[src/rtl/cei_mochila_pkg.sv]
// Shared CPU interconnect types: address-map rule format, CPU xbar rule table and demux constants.
package cei_mochila_pkg;

    typedef struct packed {
        logic [31:0] idx;
        logic [31:0] start_addr;
        logic [31:0] end_addr;
    } addr_map_rule_t;

    localparam int unsigned CPU_XBAR_NSLAVE = 2;
    localparam int unsigned CPU_XBAR_NRULES = 3;

    // Rule 1 has end <= start, so it covers everything from 0xF000_0000 to the top of memory.
    localparam addr_map_rule_t [CPU_XBAR_NRULES-1:0] CPU_XBAR_ADDR_RULES = '{
        2: '{idx: 32'd1, start_addr: 32'hFF00_0000, end_addr: 32'hFF01_0000},
        1: '{idx: 32'd0, start_addr: 32'hF000_0000, end_addr: 32'h0000_0000},
        0: '{idx: 32'd0, start_addr: 32'h0000_0000, end_addr: 32'h4000_0000}
    };

    localparam int unsigned CPU_DEMUX_MAX_OUTSTANDING = 2;
    localparam logic [31:0] CPU_DEMUX_ERR_RDATA       = 32'hBADA_CCE5;

endpackage

[src/rtl/cei_resp_idx_fifo.sv]
// Synchronous FIFO holding the target index of every accepted, not yet answered transaction.
module cei_resp_idx_fifo #(
    parameter int unsigned DEPTH = 2,
    parameter int unsigned WIDTH = 2
) (
    input  logic             clk_i,
    input  logic             rst_i,
    input  logic             push_i,
    input  logic [WIDTH-1:0] data_i,
    input  logic             pop_i,
    output logic             full_o,
    output logic             empty_o,
    output logic [WIDTH-1:0] head_o
);

    localparam int unsigned PtrW = (DEPTH > 1) ? $clog2(DEPTH) : 1;
    localparam int unsigned CntW = $clog2(DEPTH + 1);

    logic [WIDTH-1:0] mem_q [DEPTH];
    logic [PtrW-1:0]  wr_ptr_q, rd_ptr_q;
    logic [CntW-1:0]  count_q;
    logic             do_push, do_pop;

    function automatic logic [PtrW-1:0] next_ptr(input logic [PtrW-1:0] ptr);
        return (ptr == PtrW'(DEPTH - 1)) ? '0 : ptr + 1'b1;
    endfunction

    assign full_o  = (count_q == CntW'(DEPTH));
    assign empty_o = (count_q == '0);
    assign do_push = push_i && !full_o;
    assign do_pop  = pop_i && !empty_o;
    assign head_o  = mem_q[rd_ptr_q];

    always_ff @(posedge clk_i) begin
        if (do_push) begin
            mem_q[wr_ptr_q] <= data_i;
        end
    end

    always_ff @(posedge clk_i) begin
        if (rst_i) begin
            wr_ptr_q <= '0;
            rd_ptr_q <= '0;
            count_q  <= '0;
        end else begin
            if (do_push) begin
                wr_ptr_q <= next_ptr(wr_ptr_q);
            end
            if (do_pop) begin
                rd_ptr_q <= next_ptr(rd_ptr_q);
            end
            if (do_push && !do_pop) begin
                count_q <= count_q + 1'b1;
            end else if (!do_push && do_pop) begin
                count_q <= count_q - 1'b1;
            end
        end
    end

endmodule

[src/rtl/cei_cpu_obi_demux.sv]
// Per-core OBI 1-to-NSLAVE demux with in-order response return.
// Define CEI_DEMUX_ERR_SLAVE_EN to answer unmapped accesses from an internal error slave.
module cei_cpu_obi_demux
    import cei_mochila_pkg::*;
#(
    parameter int unsigned                 NSLAVE          = CPU_XBAR_NSLAVE,
    parameter int unsigned                 NRULES          = CPU_XBAR_NRULES,
    parameter int unsigned                 MAX_OUTSTANDING = CPU_DEMUX_MAX_OUTSTANDING,
    parameter addr_map_rule_t [NRULES-1:0] ADDR_RULES      = CPU_XBAR_ADDR_RULES
) (
    input  logic                 clk_i,
    input  logic                 rst_i,
    input  logic                 req_i,
    output logic                 gnt_o,
    input  logic [31:0]          addr_i,
    input  logic                 we_i,
    input  logic [3:0]           be_i,
    input  logic [31:0]          wdata_i,
    output logic                 rvalid_o,
    output logic [31:0]          rdata_o,
    output logic [NSLAVE-1:0]    slv_req_o,
    input  logic [NSLAVE-1:0]    slv_gnt_i,
    output logic [31:0]          slv_addr_o,
    output logic                 slv_we_o,
    output logic [3:0]           slv_be_o,
    output logic [31:0]          slv_wdata_o,
    input  logic [NSLAVE-1:0]    slv_rvalid_i,
    input  logic [NSLAVE*32-1:0] slv_rdata_i,
    output logic                 resp_err_o
);

    localparam int unsigned TgtW = $clog2(NSLAVE + 1);

    logic [TgtW-1:0] dec_idx, tgt, last_tgt_q, head;
    logic            dec_hit, allow, gnt_sel, push, pop;
    logic            fifo_full, fifo_empty, rvalid_sel;
    logic [31:0]     rdata_sel;

    assign slv_addr_o  = addr_i;
    assign slv_we_o    = we_i;
    assign slv_be_o    = be_i;
    assign slv_wdata_o = wdata_i;

    // Ascending scan so the highest matching rule index wins.
    always_comb begin
        dec_hit = 1'b0;
        dec_idx = '0;
        for (int r = 0; r < NRULES; r++) begin
            if (addr_i >= ADDR_RULES[r].start_addr &&
                (ADDR_RULES[r].end_addr <= ADDR_RULES[r].start_addr ||
                 addr_i < ADDR_RULES[r].end_addr)) begin
                dec_hit = 1'b1;
                dec_idx = TgtW'(ADDR_RULES[r].idx);
            end
        end
`ifdef CEI_DEMUX_ERR_SLAVE_EN
        tgt = dec_hit ? dec_idx : TgtW'(NSLAVE);
`else
        tgt = dec_hit ? dec_idx : '0;
`endif
    end

    // A target switch waits for the FIFO to drain so responses cannot overtake each other.
    assign allow = !rst_i && !fifo_full && (fifo_empty || tgt == last_tgt_q);

    always_comb begin
        slv_req_o = '0;
        gnt_sel   = 1'b0;
        for (int k = 0; k < NSLAVE; k++) begin
            if (tgt == TgtW'(k)) begin
                slv_req_o[k] = req_i && allow;
                gnt_sel      = slv_gnt_i[k];
            end
        end
`ifdef CEI_DEMUX_ERR_SLAVE_EN
        if (tgt == TgtW'(NSLAVE)) begin
            gnt_sel = 1'b1;
        end
`endif
    end

    assign gnt_o = allow && gnt_sel;
    assign push  = req_i && gnt_o;

    always_comb begin
        rvalid_sel = 1'b0;
        rdata_sel  = '0;
        resp_err_o = 1'b0;
        for (int k = 0; k < NSLAVE; k++) begin
            if (!fifo_empty && head == TgtW'(k)) begin
                rvalid_sel = slv_rvalid_i[k];
                rdata_sel  = slv_rdata_i[32*k +: 32];
            end else if (slv_rvalid_i[k]) begin
                resp_err_o = !rst_i;
            end
        end
`ifdef CEI_DEMUX_ERR_SLAVE_EN
        // An error entry answers as soon as it reaches the head, i.e. the cycle after accept.
        if (!fifo_empty && head == TgtW'(NSLAVE)) begin
            rvalid_sel = 1'b1;
            rdata_sel  = CPU_DEMUX_ERR_RDATA;
        end
`endif
        rvalid_o = rvalid_sel && !rst_i;
        rdata_o  = rvalid_o ? rdata_sel : '0;
    end

    assign pop = rvalid_o;

    always_ff @(posedge clk_i) begin
        if (rst_i) begin
            last_tgt_q <= '0;
        end else if (push) begin
            last_tgt_q <= tgt;
        end
    end

    cei_resp_idx_fifo #(
        .DEPTH (MAX_OUTSTANDING),
        .WIDTH (TgtW)
    ) u_resp_idx_fifo (
        .clk_i   (clk_i),
        .rst_i   (rst_i),
        .push_i  (push),
        .data_i  (tgt),
        .pop_i   (pop),
        .full_o  (fifo_full),
        .empty_o (fifo_empty),
        .head_o  (head)
    );

endmodule
[config.mk]
export PLATFORM = sky130hd
export DESIGN_NAME = cei_cpu_obi_demux
export DESIGN_NICKNAME = d
export VERILOG_FILES = /design/src/rtl/cei_mochila_pkg.sv /design/src/rtl/cei_resp_idx_fifo.sv /design/src/rtl/cei_cpu_obi_demux.sv
export SDC_FILE = /design/constraint.sdc
export NUM_CORES = 1
export LEC_CHECK = 0
export CAP_MARGIN = 20
export CORE_ASPECT_RATIO = 0.5
export CORE_MARGIN = 5
export CORE_UTILIZATION = 23
export DETAILED_ROUTE_END_ITERATION = 6
export GPL_TIMING_DRIVEN = 0
export PLACE_DENSITY = 0.93
export REMOVE_ABC_BUFFERS = 1
export SKIP_CTS_REPAIR_TIMING = 1
export SLEW_MARGIN = 20
export SYNTH_ARGS = -nofsm -noshare
export SYNTH_HDL_FRONTEND = slang
export SYNTH_SLANG_ARGS = --single-unit
[constraint.sdc]
create_clock -name clk_i -period 2.55 [get_ports clk_i]
set_clock_uncertainty 0.2 [all_clocks]
set_input_delay 0.6375 -clock clk_i [delete_from_list [all_inputs] [get_ports clk_i]]
set_output_delay 0.6375 -clock clk_i [all_outputs]
set_load 0.005 [all_outputs]
==> results.sh, run 1 <==
export IMPL_cp_required_ns=1.71
export IMPL_synth_warnings=0
export IMPL_avgSynthCellArea_um2=6.72
export IMPL_crit_path_end_kind="output port"
export IMPL_final_max_slew_violation_count=0
export IMPL_p_leak_nw=1.36
export IMPL_synth_top_area_cell="buf_4"
export IMPL_grt_pass1_wl_um=10500
export IMPL_synth_area_leaders="buf_4, nand3_1, a21oi_1, dfxtp_1, buf_2"
export IMPL_nets=414
export IMPL_route_detailed_drc=0
export IMPL_cts_made_buffers=3
export IMPL_clk_insertion_delay_late_ns=0.23
export IMPL_setup_tns_final_ns=-0.958
export IMPL_clockRootBuffer="clkbuf_16"
export IMPL_r2r_end="u_resp_idx_fifo.count_q[1]"
export IMPL_min_period_ns=2.78
export IMPL_slew_headroom_pct=66.4
export IMPL_gp_congestion=0.725
export IMPL_synth_distinct_cells=29
export IMPL_setup_viol_count_final=5
export IMPL_dp_hpwl_um=6760
export IMPL_area_growth_pct=66.4
export IMPL_via_per_inst=5.10
export IMPL_reg2reg_slack_ns=0.17
export IMPL_report_power_total_mw=0.905
export IMPL_antenna_left=0
export IMPL_vias=1856
export IMPL_place_ws_ns=-1.35
export IMPL_syn_cell_area_um2=1530
export IMPL_status="finished with violations"
export IMPL_synth_top_family_by_area="buffers and inverters"
export IMPL_diodes=0
export IMPL_path_class="input pin to output port"
export IMPL_min_delay_start="last_tgt_q[0]"
export IMPL_drtIter0Drc=137
export IMPL_cts_tree="done"
export IMPL_worstRegToRegCells=8
export IMPL_pin_count=246
export IMPL_regToRegStartpoint="u_resp_idx_fifo.mem_q[0][0]"
export IMPL_drive_above_1_share_pct=14.7
export IMPL_antenna_found_initial=0
export IMPL_synth_top_area_share_pct=34.3
export IMPL_fillers=627
export IMPL_fin_cells=364
export IMPL_yosys_area_share_adder_pct=0.816
export IMPL_wl_per_cell_um=26.1
export IMPL_cts_sinks=8
export IMPL_die_h_um=67.7
export IMPL_whs_ns=0.273
export IMPL_path_max_fanout=1
export IMPL_placed_area_um2=2090
export IMPL_synth_xor_area_share_pct=1.14
export IMPL_dieArea_um2=8500
export IMPL_p_per_area_nw_per_um2=355
export IMPL_hold_end="last_tgt_q[0]"
export IMPL_whs_path_depth=1
export IMPL_final_util_pct=38.8
export IMPL_rsz0062_at_grt="true"
export IMPL_setup_slack_ns=-0.234
export IMPL_violations="negative setup slack"
export IMPL_clk_transition_reported_paths_ns=0.03
export IMPL_clk_path_buf_depth=2
export IMPL_gr_usage_all_layers_pct=17.1
export IMPL_arrival_ns=1.95
export IMPL_die_w_um=125
export IMPL_dr_pass1_iters=5
export IMPL_worstHoldPathType="flip-flop to flip-flop"
export IMPL_synth_area_mux_share_pct=5.88
export IMPL_grt_pass1_vias=1514
export IMPL_htreeDepth=1
export IMPL_port_buffers=105
export IMPL_drt_wl_total_um=9500
export IMPL_post_route_period_util_pct=109
export IMPL_maxCapViolations=0
export IMPL_synth_cells=228
export IMPL_synth_compound_area_share_pct=12.7
export IMPL_grt_max_degree=44
export IMPL_start_kind="input pin"
export IMPL_core_um2=6570
export IMPL_ys_seq_area_share_pct=11.8
export IMPL_vdd_drop_max_v=0.000213
export IMPL_final_cell_area_um2=2550
export IMPL_hold_viol=0
export IMPL_dp_cells=338
export IMPL_ys_ff_latch=8
export IMPL_rows=21
export IMPL_overflow=0
export IMPL_max_freq_ghz=0.359
export IMPL_start_util_pct=23.3
export IMPL_synthSimpleGateAreaFrac_pct=27.4
export IMPL_tightest_slew_ns=0.504
[synthesized netlist by cell type]
cell type / instances
buf_4: 70
nand3_1: 64
a21oi_1: 33
buf_2: 13
dfxtp_1: 6
clkbuf_1: 5
nor2_1: 5
nand2_1: 3
nor2b_1: 3
and2_1: 2
edfxtp_1: 2
mux2_1: 2
mux2i_1: 2
o21a_1: 2
xor2_1: 2
a311oi_1: 1
and3_1: 1
clkbuf_2: 1
conb_1: 1
ha_1: 1
mux2_2: 1
mux2i_2: 1
mux2i_4: 1
nand2b_1: 1
nor3b_1: 1
o21ai_0: 1
or2_1: 1
or2_2: 1
or3_1: 1
[placed cells by master, fill, tap and decap left out, types with 2 or more instances in the layout]
cell | netlist | layout
a21oi_1 | 33 | 31
dfxtp_2 | 0 | 2
mux2_1 | 2 | 2
conb_1 | 1 | 3
a21oi_2 | 0 | 2
nand2_1 | 3 | 3
buf_12 | 0 | 3
buf_4 | 70 | 8
edfxtp_1 | 2 | 2
dlymetal6s2s_1 | 0 | 31
nand3_1 | 64 | 64
o21a_4 | 0 | 6
xor2_1 | 2 | 2
mux2i_4 | 1 | 3
mux2i_1 | 2 | 2
and2_1 | 2 | 2
clkdlybuf4s50_1 | 0 | 71
nor2b_1 | 3 | 3
buf_6 | 0 | 4
clkbuf_16 | 0 | 3
nor2_1 | 5 | 5
dfxtp_1 | 6 | 3
[worst max-delay path: stages]
cell,delay [ns]
clkdlybuf4s50_1,0.48
nand3_1,0.10
a21oi_2,0.19
clkdlybuf4s50_1,0.54
[report_power, final]
group / switching (mW) / internal [mW] / total, mW
Combinational: 0.198 / 0.265 / 0.462
Clock: 0.0577 / 0.208 / 0.266
Sequential: 0.0315 / 0.146 / 0.177
Total: 0.287 / 0.618 / 0.905
[routing by layer]
metal / track usage [%] / wire [µm] / up-vias / share of wire, %
met2: 25.4 / 4420 / 169 / 47
li1: - / - / 812 / -
met5: 7.06 / 67 / - / 0.71
met3: 18.0 / 1960 / 12 / 21
met1: 16.0 / 2890 / 861 / 30
met4: 4.05 / 155 / 2 / 1.6
[worst max-delay path by stage]
| stage | from | cells past startpoint | to | slack, ns |
|---|---|---|---|---|
| after CTS | slv_rvalid_i[0] | 5 | rdata_o[7] | -1.34 |
| final | slv_rdata_i[14] | 4 | rdata_o[14] | -0.23 |
| after floorplan | slv_rvalid_i[1] | 6 | u_resp_idx_fifo.count_q[1] | -0.21 |
| after global placement | slv_rvalid_i[1] | 5 | rdata_o[25] | -1.36 |
| after global routing | u_resp_idx_fifo.mem_q[1][0] | 5 | rdata_o[25] | -0.29 |
| after detailed placement | slv_rvalid_i[0] | 5 | rdata_o[7] | -1.35 |
[layout make-up]
class | instances | area, µm² | share of cell area (%)
clock buffer | 4 | 78.8 | 3.09
multi-input combinational | 140 | 890 | 34.9
sequential | 8 | 186 | 7.31
tap | 92 | 115 | 4.51
timing repair buffer | 120 | 1280 | 50.2
[cells by family (layout without fill, tap and decap cells)]
kind of cell,count (synthesis),count (layout)
XOR/XNOR,2,2
AND/OR/NAND/NOR,83,83
adder cells (fa/ha/maj),1,1
multiplexers,7,9
other,1,3
flip-flops,8,8
AO/OA/AOI/OAI,37,42
buffers and inverters,89,124
No activity file was read; power rests on OpenSTA's default activity.
==> inputs of run 2 (changes only) <==
--- a/config.mk
+++ b/config.mk
@@ -8,13 +8,13 @@
 export CAP_MARGIN = 20
 export CORE_ASPECT_RATIO = 0.5
 export CORE_MARGIN = 5
-export CORE_UTILIZATION = 23
+export CORE_UTILIZATION = 26
 export DETAILED_ROUTE_END_ITERATION = 6
 export GPL_TIMING_DRIVEN = 0
-export PLACE_DENSITY = 0.93
-export REMOVE_ABC_BUFFERS = 1
+export PLACE_DENSITY = 0.91
 export SKIP_CTS_REPAIR_TIMING = 1
 export SLEW_MARGIN = 20
 export SYNTH_ARGS = -nofsm -noshare
 export SYNTH_HDL_FRONTEND = slang
+export SYNTH_HIERARCHICAL = 1
 export SYNTH_SLANG_ARGS = --single-unit
==> run 2 against run 1 <==
The run still ends with negative setup slack left. First-iteration DRC count is 43% lower. Clock power is 14% higher. Power is 14% higher. Count of clock-buffer cells in the layout stayed put. Global-route usage is 1.8 points lower. Highest routed layer is now met4. Sequential share of layout area is 1.7 points lower. Maximum frequency is 2.8% higher. Critical path type is now flip-flop to output port.
==> results.sh, run 2 <==
export IMPL_cts_made_buffers=3
export IMPL_placed_area_um2=3790
export IMPL_setup_slack_ns=-0.159
export IMPL_maxCapViolations=0
export IMPL_start_util_pct=26.3
export IMPL_area_growth_pct=126
export IMPL_path_max_fanout=7
export IMPL_drt_wl_total_um=8650
export IMPL_vdd_drop_max_v=0.000189
export IMPL_p_int_mw=0.749
export IMPL_drtIter0Drc=78
export IMPL_antenna_found_initial=0
export IMPL_synth_edf_count=4
export IMPL_wl_per_cell_um=16.7
export IMPL_vias=2280
export IMPL_post_route_period_util_pct=106
export IMPL_route_detailed_drc=0
export IMPL_synth_area_leaders="buf_4, a2111oi_2, nand2b_1, nand2_1, dfxtp_1"
export IMPL_cts_tree="done"
export IMPL_drive_above_1_share_pct=45.6
export IMPL_die_h_um=70.6
export IMPL_setup_viol_count_final=35
export IMPL_fin_cells=517
export IMPL_cp_required_ns=1.71
export IMPL_seq_power_share_pct=17.1
export IMPL_max_freq_ghz=0.369
export IMPL_final_cell_area_um2=4300
export IMPL_final_max_slew_violation_count=0
export IMPL_rsz0062_at_grt="true"
export IMPL_gr_usage_all_layers_pct=15.3
export IMPL_rows=22
export IMPL_htreeDepth=1
export IMPL_clockRootBuffer="clkbuf_16"
export IMPL_clk_transition_reported_paths_ns=0.04
export IMPL_synth_top_area_cell="buf_4"
export IMPL_tightest_slew_ns=0.504
export IMPL_setup_tns_final_ns=-3.47
export IMPL_crit_path_top_delay_cell="dfxtp_2"
export IMPL_async_flop_share_pct=0
export IMPL_path_class="flip-flop to output port"
export IMPL_final_common_cell="clkdlybuf4s50_1"
export IMPL_ys_flop_type="dfxtp_1"
export IMPL_p_sw_mw=0.284
export IMPL_power_frac_clock_pct=29.2
export IMPL_violations="negative setup slack"
export IMPL_mostFrequentLayoutCells="clkdlybuf4s50_1, buf_4, buf_2, nand2_1, nand2b_1"
export IMPL_overflow=0
export IMPL_status="finished with violations"
export IMPL_max_stage_delay_ns=0.34
export IMPL_grt_max_degree=11
export IMPL_sw_frac_of_total_pct=27.5
export IMPL_power_frac_comb_pct=53.7
export IMPL_cpMostUsedCell="buf_8"
export IMPL_arrival_ns=1.87
export IMPL_grt_pass1_vias=2279
export IMPL_syn_cell_area_um2=1910
export IMPL_dp_hpwl_um=6700
export IMPL_nets=563
export IMPL_synth_most_common_cell="buf_4"
export IMPL_whs_ns=0.239
export IMPL_clk_path_buf_depth=2
export IMPL_hold_viol=0
export IMPL_cp_cell_sequence="mux2_4 -> buf_6 -> buf_8 -> buf_8 -> nor3b_4 -> o32ai_2 -> buf_2"
export IMPL_worstHoldPathType="flip-flop to flip-flop"
export IMPL_grt_pass1_wl_um=11900
export IMPL_largest_register="u_resp_idx_fifo/mem_q"
export IMPL_min_period_ns=2.71
export IMPL_dr_pass1_iters=4
export IMPL_p_leak_nw=1.74
export IMPL_cts_sinks=10
export IMPL_pin_count=246
export IMPL_dieArea_um2=9250
export IMPL_avgSynthCellArea_um2=8.25
export IMPL_synth_top_area_share_pct=28.7
export IMPL_start_kind="flip-flop"
export IMPL_gp_congestion=0.760
export IMPL_reg_top3="u_resp_idx_fifo/mem_q x4, u_resp_idx_fifo/count_q x2"
export IMPL_clk_insertion_delay_late_ns=0.23
export IMPL_largest_register_ffs=4
export IMPL_ys_ff_latch=10
export IMPL_die_w_um=131
export IMPL_crit_path_end_kind="output port"
export IMPL_core_um2=7240
export IMPL_diodes=0
export IMPL_fillers=610
export IMPL_ys_top_cells_by_count="buf_4, nand2_1, nand2b_1, a2111oi_2, dfxtp_1"
export IMPL_slew_headroom_pct=66.4
export IMPL_ys_seq_area_share_pct=12.6
export IMPL_synth_cells=231
export IMPL_via_per_inst=4.41
export IMPL_synth_warnings=6
export IMPL_synth_distinct_cells=31
export IMPL_port_buffers=174
export IMPL_p_per_area_nw_per_um2=240
export IMPL_antenna_left=0
export IMPL_dp_cells=505
[run 2: cell type report]
cell class	instances	area (µm²)	area share, %
Buffer	85	706	16.4
Clock buffer	4	88.8	2.07
Inverter	4	15.0	0.349
Multi-Input combinational cell	134	1460	34.0
Sequential cell	10	241	5.61
Tap cell	96	120	2.79
Timing Repair Buffer	184	1670	38.7
[run 2: power groups by stage]
stage               clock network [mW]  registers [mW]  logic [mW]
finish                           0.302           0.176       0.555
detailed placement                   0           0.178       0.468
global placement                     0           0.178       0.461
global route                     0.321           0.177       0.588
floorplan                            0           0.177       0.202
CTS                              0.306           0.176       0.471
[run 2: cells by family (layout without fill, tap and decap cells)]
group / Yosys count / in the layout / synth area share, %
other: 1 / 5 / 0.197
DFF: 10 / 10 / 12.6
buffers and inverters: 91 / 277 / 34.4
adders and majority gates: 1 / 1 / 0.656
xor gates and xnor gates: 3 / 3 / 1.38
AOI/OAI and AO/OA: 39 / 39 / 26.5
muxes: 3 / 3 / 1.71
and+or+nand+nor: 83 / 83 / 22.6
[run 2: worst max-delay path: cells and delay by family (launching register included)]
kind / cells / cell delay (ns)
buffers and inverters: 4 / 0.55
flip-flops: 1 / 0.34
multiplexers: 1 / 0.34
AO/OA/AOI/OAI: 1 / 0.27
AND/OR/NAND/NOR: 1 / 0.14
[run 2: per-layer routing]
metal	vias up	wire length (µm)	global-route usage, %
met4	0	180	3.57
li1	1104	-	-
met2	72	4940	30.8
met3	14	356	1.42
met5	-	0	0
met1	1090	3170	17.4
[run 2: final timing paths]
path / start / to / slack (ns) / cells past startpoint
setup / recovery: flip-flop / resp_err_o / -0.16 / 7
hold / removal: last_tgt_q[0] / last_tgt_q[0] / 0.24 / 1
setup reg to reg: u_resp_idx_fifo/count_q[0] / u_resp_idx_fifo/count_q[1] / 0.01 / 8
hold reg to reg: last_tgt_q[0] / last_tgt_q[0] / 0.24 / 1
[run 2: metrics by stage]
step,power [mW],util [%],worst slack (ns)
CTS,0.952,53.6,-1.04
global route,1.09,59.4,-0.232
finish,1.03,59.4,-0.159
global placement,0.639,52.4,-0.970
detailed placement,0.646,52.4,-1.01
floorplan,0.380,-,0.0197
==> inputs of run 3 (changes only) <==
--- a/config.mk
+++ b/config.mk
@@ -6,7 +6,6 @@
 export NUM_CORES = 1
 export LEC_CHECK = 0
 export CAP_MARGIN = 20
-export CORE_ASPECT_RATIO = 0.5
 export CORE_MARGIN = 5
 export CORE_UTILIZATION = 26
 export DETAILED_ROUTE_END_ITERATION = 6
==> run 3 against run 2 <==
Largest power group unchanged. The flow still finishes with violations (negative setup slack). First-iteration DRC count shrank 33%. Combinational power up 4%. Global-route usage down 0.35 points. Flip-flop and latch count is the same. Critical path type unchanged. Critical endpoint is now rdata_o[30].
==> results.sh, run 3 (same netlist as run 2, synthesis figures left out) <==
export IMPL_status="finished with violations"
export IMPL_violations="negative setup slack"
export IMPL_diodes=0
export IMPL_cts_made_buffers=3
export IMPL_dp_hpwl_um=6870
export IMPL_path_max_fanout=8
export IMPL_grt_pass1_vias=2213
export IMPL_cts_tree="done"
export IMPL_p_per_area_nw_per_um2=215
export IMPL_whs_ns=0.254
export IMPL_port_buffers=174
export IMPL_nets=566
export IMPL_wl_per_cell_um=17.0
export IMPL_maxCapViolations=0
export IMPL_grt_pass1_wl_um=11000
export IMPL_cts_sinks=10
export IMPL_drt_wl_total_um=8870
export IMPL_cp_required_ns=1.71
export IMPL_gr_usage_all_layers_pct=14.9
export IMPL_worstHoldPathType="flip-flop to flip-flop"
export IMPL_core_um2=7210
export IMPL_setup_tns_final_ns=-4.49
export IMPL_path_class="flip-flop to output port"
export IMPL_rows=31
export IMPL_setup_slack_ns=-0.192
export IMPL_dieArea_um2=9150
export IMPL_largest_register_ffs=4
export IMPL_arrival_ns=1.90
export IMPL_start_util_pct=26.4
export IMPL_final_cell_area_um2=4400
export IMPL_post_route_period_util_pct=108
export IMPL_drive_above_1_share_pct=47.4
export IMPL_largest_register="u_resp_idx_fifo/mem_q"
export IMPL_crit_path_end_kind="output port"
export IMPL_antenna_left=0
export IMPL_dp_cells=508
export IMPL_final_common_cell="clkdlybuf4s50_1"
export IMPL_pin_count=246
export IMPL_fillers=626
export IMPL_dr_pass1_iters=4
export IMPL_via_per_inst=4.51
export IMPL_min_period_ns=2.74
export IMPL_overflow=0
export IMPL_antenna_found_initial=0
export IMPL_max_freq_ghz=0.365
export IMPL_slew_headroom_pct=65.7
export IMPL_hold_viol=0
export IMPL_start_kind="flip-flop"
export IMPL_mostFrequentLayoutCells="clkdlybuf4s50_1, buf_4, buf_2, nand2_1"
export IMPL_gp_congestion=0.732
export IMPL_grt_max_degree=11
export IMPL_fin_cells=523
export IMPL_htreeDepth=1
export IMPL_die_w_um=95.6
export IMPL_area_growth_pct=131
export IMPL_vdd_drop_max_v=0.000223
export IMPL_tightest_slew_ns=0.515
export IMPL_p_leak_nw=1.79
export IMPL_vias=2357
export IMPL_setup_viol_count_final=34
export IMPL_clockRootBuffer="clkbuf_8"
export IMPL_clk_path_buf_depth=2
export IMPL_die_h_um=95.6
export IMPL_drtIter0Drc=52
export IMPL_clk_insertion_delay_late_ns=0.23
export IMPL_final_max_slew_violation_count=0
export IMPL_placed_area_um2=3790
export IMPL_route_detailed_drc=0
export IMPL_clk_transition_reported_paths_ns=0.05
export IMPL_reg_top3="u_resp_idx_fifo/mem_q x4, u_resp_idx_fifo/count_q x2"
export IMPL_rsz0062_at_grt="true"
run 3: final cells by class:
type / count / area [µm²] / area share (%)
buffer: 86 / 727 / 16.5
multi-input combinational: 134 / 1520 / 34.5
clock buffer: 4 / 55.1 / 1.25
tap: 99 / 124 / 2.81
sequential: 10 / 241 / 5.49
timing repair buffer: 186 / 1720 / 39.1
inverter: 4 / 15.0 / 0.341
run 3: critical path, cell delays in order, from the launching register on:
cell and delay, ns:
edfxtp_1 0.37, mux2_4 0.32, buf_6 0.14, buf_8 0.13, nand2b_1 0.18, a2111oi_4 0.36, dlymetal6s2s_1 0.17
run 3: final timing paths:
check                              start                          to  slack (ns)  depth (start not counted)
min                        last_tgt_q[0]               last_tgt_q[0]        0.25                          1
max          u_resp_idx_fifo/mem_q[0][0]                 rdata_o[30]       -0.19                          6
max reg2reg  u_resp_idx_fifo/mem_q[0][0]  u_resp_idx_fifo/count_q[1]        0.02                          8
min reg2reg                last_tgt_q[0]               last_tgt_q[0]        0.25                          1
run 3: through the flow:
| step | setup slack [ns] | utilization, % | power (mW) |
|---|---|---|---|
| 2_1_floorplan | 0.0197 | - | 0.380 |
| 3_3_place_gp | -0.962 | 52.6 | 0.641 |
| 3_5_place_dp | -0.997 | 52.6 | 0.651 |
| 4_1_cts | -1.01 | 53.3 | 0.849 |
| 5_1_grt | -0.266 | 61.0 | 0.992 |
| 6_report | -0.192 | 61.0 | 0.946 |
run 3: report_power, final:
group | total, mW | internal, mW | switching [mW] | leakage [nW]
combinational | 0.575 | 0.354 | 0.221 | 1.67
sequential | 0.176 | 0.171 | 0.00432 | 0.0854
clock | 0.195 | 0.136 | 0.0598 | 0.0288
total | 0.946 | 0.661 | 0.285 | 1.79
run 3: routing by layer:
| layer | up-vias | track usage [%] | part of all wire [%] |
|---|---|---|---|
| li1 | 1111 | - | - |
| met1 | 1124 | 15.8 | 35 |
| met2 | 120 | 30.4 | 57 |
| met3 | 2 | 3.31 | 8.6 |
| met4 | 0 | 1.42 | 0.16 |
| met5 | - | 0 | 0 |
